`src/rtl/div_seq.sv`:
```
// Iterative restoring divider for the EX stage: DIV/DIVU over a shared
// WIDTH-bit compare/subtract datapath, returning {remainder, quotient}.
module div_seq #(
  parameter int WIDTH = 32
) (
  input  logic                 clk,
  input  logic                 rst,
  input  logic                 signed_div_i,
  input  logic [WIDTH-1:0]     opdata1_i,
  input  logic [WIDTH-1:0]     opdata2_i,
  input  logic                 start_i,
  input  logic                 annul_i,
  output logic [2*WIDTH-1:0]   result_o,
  output logic                 ready_o
);

  localparam int CW = $clog2(WIDTH + 1);

  typedef enum logic [1:0] {
    S_FREE   = 2'd0,
    S_BYZERO = 2'd1,
    S_ON     = 2'd2,
    S_END    = 2'd3
  } state_t;

  state_t           r_state;
  logic [CW-1:0]    r_cnt;
  logic [WIDTH-1:0] r_dividend;
  logic [WIDTH-1:0] r_divisor;
  logic [WIDTH-1:0] r_rem;
  logic [WIDTH-1:0] r_quot;
  logic             r_neg_q;
  logic             r_neg_r;

  logic [WIDTH-1:0] w_trial;
  logic [WIDTH-1:0] w_diff;
  logic             w_ge;
  logic [WIDTH-1:0] w_abs1;
  logic [WIDTH-1:0] w_abs2;
  logic [WIDTH-1:0] w_quot_fix;
  logic [WIDTH-1:0] w_rem_fix;

  function automatic logic [WIDTH-1:0] f_neg(input logic [WIDTH-1:0] v);
    return ~v + {{(WIDTH-1){1'b0}}, 1'b1};
  endfunction

  // Shared compare/subtract datapath plus operand magnitude and sign fix-up.
  // The partial remainder never carries a set MSB into the shift before the
  // final iteration, so a WIDTH-bit trial value is exact.
  always_comb begin
    w_trial    = {r_rem[WIDTH-2:0], r_dividend[WIDTH-1]};
    w_ge       = (w_trial >= r_divisor);
    w_diff     = w_trial - r_divisor;
    if (signed_div_i && opdata1_i[WIDTH-1]) begin
      w_abs1 = f_neg(opdata1_i);
    end else begin
      w_abs1 = opdata1_i;
    end
    if (signed_div_i && opdata2_i[WIDTH-1]) begin
      w_abs2 = f_neg(opdata2_i);
    end else begin
      w_abs2 = opdata2_i;
    end
    w_quot_fix = r_neg_q ? f_neg(r_quot) : r_quot;
    w_rem_fix  = r_neg_r ? f_neg(r_rem) : r_rem;
  end

  // Sequencer FSM with registered result/ready.
  always_ff @(posedge clk) begin
    if (rst) begin
      r_state    <= S_FREE;
      r_cnt      <= {CW{1'b0}};
      r_dividend <= {WIDTH{1'b0}};
      r_divisor  <= {WIDTH{1'b0}};
      r_rem      <= {WIDTH{1'b0}};
      r_quot     <= {WIDTH{1'b0}};
      r_neg_q    <= 1'b0;
      r_neg_r    <= 1'b0;
      result_o   <= {(2*WIDTH){1'b0}};
      ready_o    <= 1'b0;
    end else if (annul_i && (r_state != S_FREE)) begin
      r_state  <= S_FREE;
      result_o <= {(2*WIDTH){1'b0}};
      ready_o  <= 1'b0;
    end else begin
      case (r_state)
        S_FREE: begin
          result_o <= {(2*WIDTH){1'b0}};
          ready_o  <= 1'b0;
          if (start_i && !annul_i) begin
            if (opdata2_i == {WIDTH{1'b0}}) begin
              r_state <= S_BYZERO;
            end else begin
              r_state    <= S_ON;
              r_dividend <= w_abs1;
              r_divisor  <= w_abs2;
              r_neg_q    <= signed_div_i & (opdata1_i[WIDTH-1] ^ opdata2_i[WIDTH-1]);
              r_neg_r    <= signed_div_i & opdata1_i[WIDTH-1];
              r_rem      <= {WIDTH{1'b0}};
              r_quot     <= {WIDTH{1'b0}};
              r_cnt      <= {CW{1'b0}};
            end
          end
        end
        S_BYZERO: begin
          r_state  <= S_END;
          result_o <= {(2*WIDTH){1'b0}};
          ready_o  <= 1'b1;
        end
        S_ON: begin
          if (r_cnt == CW'(WIDTH)) begin
            r_state  <= S_END;
            result_o <= {w_rem_fix, w_quot_fix};
            ready_o  <= 1'b1;
          end else begin
            r_rem      <= w_ge ? w_diff : w_trial;
            r_quot     <= {r_quot[WIDTH-2:0], w_ge};
            r_dividend <= {r_dividend[WIDTH-2:0], 1'b0};
            r_cnt      <= r_cnt + {{(CW-1){1'b0}}, 1'b1};
          end
        end
        S_END: begin
          if (!start_i) begin
            r_state  <= S_FREE;
            result_o <= {(2*WIDTH){1'b0}};
            ready_o  <= 1'b0;
          end else begin
            ready_o <= 1'b1;
          end
        end
        default: begin
          r_state  <= S_FREE;
          result_o <= {(2*WIDTH){1'b0}};
          ready_o  <= 1'b0;
        end
      endcase
    end
  end

endmodule

```
`config.mk`:
```
export PLATFORM = sky130hd
export DESIGN_NAME = div_seq
export DESIGN_NICKNAME = d
export VERILOG_FILES = /design/src/rtl/div_seq.sv
export SDC_FILE = /design/constraint.sdc
export NUM_CORES = 1
export LEC_CHECK = 0
export ABC_AREA = 1
export ABC_CLOCK_PERIOD_IN_PS = 3100
export CAP_MARGIN = 20
export CORE_MARGIN = 2
export CORE_UTILIZATION = 45
export CTS_CLUSTER_DIAMETER = 60
export DETAILED_ROUTE_END_ITERATION = 8
export MAX_ROUTING_LAYER = met4
export PLACE_DENSITY = 0.68
export REMOVE_ABC_BUFFERS = 1
export SLEW_MARGIN = 40
export SYNTH_ARGS = -nofsm -noshare
export SYNTH_HDL_FRONTEND = slang
export SYNTH_SLANG_ARGS = --single-unit
export TNS_END_PERCENT = 100
```
`constraint.sdc`:
```
create_clock -name clk -period 3.1 [get_ports clk]
set_input_delay 0.465 -clock clk [delete_from_list [all_inputs] [get_ports clk]]
set_output_delay 0.465 -clock clk [all_outputs]
set_load 0.05 [all_outputs]
```
==> results.sh, run 1 <==
export IMPL_status="finished clean"
export IMPL_yosysSeqAreaShare_pct=29.1
export IMPL_cp_max_fo=26
export IMPL_cts_resized=0
export IMPL_worst_slew_pin_slew_ns=0.634
export IMPL_vias_per_cell=5.23
export IMPL_drcViolationCount=0
export IMPL_path_clk_slew_ns=0.06
export IMPL_seqPwrFrac_pct=29.0
export IMPL_worstSetupPathType="flop to flop"
export IMPL_finalHoldViolations=0
export IMPL_p_per_area_mw_per_mm2=612
export IMPL_slew_headroom_pct=57.7
export IMPL_reg2reg_to="r_cnt[4]$_SDFFE_PP0P_"
export IMPL_overflow=0
export IMPL_worstHoldEndpoint="r_cnt[1]$_SDFFE_PP0P_"
export IMPL_rows=64
export IMPL_dieHeight_um=180
export IMPL_drtPass1Iterations=6
export IMPL_internal_power_mw=5.99
export IMPL_io_buffers=133
export IMPL_track_usage_pct=26.7
export IMPL_arrival_ns=3.09
export IMPL_antenna_found_initial=0
export IMPL_synthArstFlopShare_pct=0
export IMPL_comb_power_share_pct=42.0
export IMPL_synth_distinct_cells=46
export IMPL_fin_crit_sh_pct=85.7
export IMPL_drt_iter0_drc=1238
export IMPL_grt_pass1_wl_mm=70.7
export IMPL_slew_violations=0
export IMPL_cts_sinks=203
export IMPL_core_area_mm2=0.0306
export IMPL_r2r_start="r_state[0]$_SDFFE_PP0P_"
export IMPL_nFillCells=3131
export IMPL_synth_edf_count=0
export IMPL_post_cts_buffers=0
export IMPL_fin_util_pct=55.0
export IMPL_skew_ns=0.0216
export IMPL_wl_mm=43.0
export IMPL_clock_root_buffer="clkbuf_16"
export IMPL_vias=15220
export IMPL_maxCapViolCount=0
export IMPL_ys_seq_elements=203
export IMPL_die_x_um=180
export IMPL_critPathCaptureType="flop"
export IMPL_multi_input_area_mm2=0.00835
export IMPL_syn_area_mm2=0.0140
export IMPL_ff2ff_setup_slack_ns=0.44
export IMPL_worstPathRequired_ns=3.53
export IMPL_ys_flop_type="dfxtp_1"
export IMPL_cts_tree="yes"
export IMPL_htreeDepth=1
export IMPL_p_total_mw=10.3
export IMPL_cts_hold_buf=0
export IMPL_setup_violations_final=0
export IMPL_synth_warnings=0
export IMPL_place_hpwl_mm=33.5
export IMPL_finalWeightedCongestion=0.950
export IMPL_grt_pass1_vias=14089
export IMPL_area_growth_pct=20.6
export IMPL_vdd_ir_drop_max_v=0.000472
export IMPL_numCtsBuffers=25
export IMPL_max_freq_mhz=377
export IMPL_sw_frac_of_total_pct=41.9
export IMPL_min_path_type="input pin to flop"
export IMPL_switchingPower_mw=4.31
export IMPL_start_kind="flop"
export IMPL_start_util_pct=45.6
export IMPL_grt_max_degree=61
export IMPL_top_level_ports=134
export IMPL_power_frac_clock_pct=29.0
export IMPL_dieArea_mm2=0.0324
export IMPL_drive_gt1_share_pct=5.53
export IMPL_clock_latency_ns=0.54
export IMPL_netlist_instances=2358
export IMPL_drt_wirelength_per_cell_um=14.8
export IMPL_drtAntennaViolNets=0
export IMPL_syn_avg_cell_area_um2=5.92
export IMPL_clockBufferDepth=3
export IMPL_holdPathStages=2
export IMPL_rsz0062_at_grt="false"
export IMPL_hold_path_startpoint="rst"
export IMPL_antenna_cells=0
export IMPL_p_leak_nw=7.75
export IMPL_min_period_ns=2.66
export IMPL_nets=2609
export IMPL_seq_area_mm2=0.00406
export IMPL_worstRegToRegCells=13
==> placed cells by master (no fill, tap or decap), types with 3 or more instances in the layout <==
master / count
clkbuf_16: 25
o21ai_1: 6
nor2_2: 6
o21ai_0: 86
nand2_1: 775
inv_1: 305
dfxtp_1: 203
xor2_1: 44
a211oi_1: 4
buf_4: 61
and2_1: 5
nand2_2: 4
nand4_1: 37
inv_2: 6
nor2_1: 216
clkbuf_1: 4
o211ai_1: 6
nand3_1: 227
or2_2: 9
buf_12: 4
ha_1: 41
a21oi_1: 199
nor2_4: 3
xnor2_1: 20
nor3_1: 17
nand3b_1: 8
nor4_1: 8
clkdlybuf4s50_1: 132
clkbuf_8: 7
a31oi_1: 18
==> routing by layer <==
metal	share of wire (%)	vias to the layer above	track usage, %
li1	-	7800	-
met1	47	6883	35.3
met2	45	471	43.4
met3	5.3	66	3.15
met4	2.7	0	7.45
met5	0	-	-
==> registers in the layout (all words and copies together), names as in the netlist <==
register	cells
r_divisor	32
ready_o	1
r_quot	32
r_dividend	32
r_state	2
result_o	64
r_rem	32
r_neg_q	1
r_neg_r	1
r_cnt	6
==> Yosys cell counts, types with 5 or more instances <==
cell,n,area share (%)
clkbuf_1,46,1.2
nand2_1,776,21
nand3_1,227,8.1
a21oi_1,199,7.1
o21ai_1,6,0.22
buf_2,23,0.83
nor2_1,216,5.8
xor2_1,44,2.8
nor4_1,8,0.36
or2_2,9,0.40
nor3_1,17,0.61
o21ai_0,86,3.1
dfxtp_1,203,29
ha_1,41,3.7
and2_1,5,0.22
o211ai_1,6,0.32
inv_2,5,0.13
a31oi_1,18,0.81
buf_1,10,0.27
nand3b_1,8,0.43
xnor2_1,20,1.3
nor2_2,8,0.36
inv_1,306,8.2
nand4_1,37,1.7
==> cell type report <==
| cell class | count | area share [%] |
|---|---|---|
| Tap cell | 396 | 2.94 |
| Sequential cell | 203 | 24.1 |
| Inverter | 312 | 6.96 |
| Clock inverter | 8 | 0.684 |
| Timing Repair Buffer | 199 | 11.3 |
| Clock buffer | 36 | 4.38 |
| Multi-Input combinational cell | 1757 | 49.6 |
==> kinds of logic (layout without fill, tap and decap cells) <==
| group | count (synthesis) | in the layout | synth area share, % |
|---|---|---|---|
| xor+xnor | 64 | 64 | 4.02 |
| flops | 203 | 203 | 29.1 |
| simple gates | 1319 | 1319 | 39.3 |
| buf+inv | 398 | 555 | 11.1 |
| fa+ha+maj | 42 | 42 | 3.82 |
| compound gates | 332 | 332 | 12.6 |
==> critical path, cell delays in order (launching register included) <==
cell	delay, ns
dfxtp_1	0.36
inv_1	0.07
ha_1	0.28
inv_1	0.13
o21ai_0	0.09
a21oi_1	0.29
nand2_4	0.10
buf_4	0.18
nor2_4	0.48
inv_2	0.18
nand2_1	0.21
inv_1	0.08
o21ai_0	0.07
nor2_1	0.05
==> through the flow <==
stage	setup TNS [ns]	setup WS (ns)	instance area (µm²)	cells	hold WS, ns
6_report	0	0.445	16800	2911	0.275
5_1_grt	0	0.190	16800	2911	0.262
4_1_cts	0	0.478	16800	2911	0.257
3_5_place_dp	0	0.0225	16000	2867	0.457
3_3_place_gp	-2.01	-0.0759	15900	2865	0.453
2_1_floorplan	-83.62	-0.770	13600	2272	0.432
==> power by group through the flow <==
stage	Sequential, mW	Combinational (mW)	Clock (mW)
2_1_floorplan	3.09	2.71	0
3_3_place_gp	3.03	4.21	0
3_5_place_dp	3.04	4.27	0
4_1_cts	2.99	4.29	3.04
5_1_grt	3.01	4.82	3.15
6_report	2.99	4.33	2.99
==> worst max-delay path by stage <==
stage,end,from
CTS,r_cnt[4]$_SDFFE_PP0P_,r_state[0]$_SDFFE_PP0P_
finish,r_cnt[4]$_SDFFE_PP0P_,r_state[0]$_SDFFE_PP0P_
floorplan,r_dividend[26]$_SDFFE_PP0P_,r_state[0]$_SDFFE_PP0P_
global route,r_cnt[4]$_SDFFE_PP0P_,r_state[0]$_SDFFE_PP0P_
global placement,r_dividend[12]$_SDFFE_PP0P_,opdata2_i[0]
detailed placement,r_cnt[4]$_SDFFE_PP0P_,opdata2_i[0]
Power figures use the tool's default switching activity.
==> run 2: changes to the inputs <==
- SETUP_SLACK_MARGIN: unset -> 0.02
==> results of run 2 <==
Same layout as run 1: the final DEF is identical, and so are final timing and power.
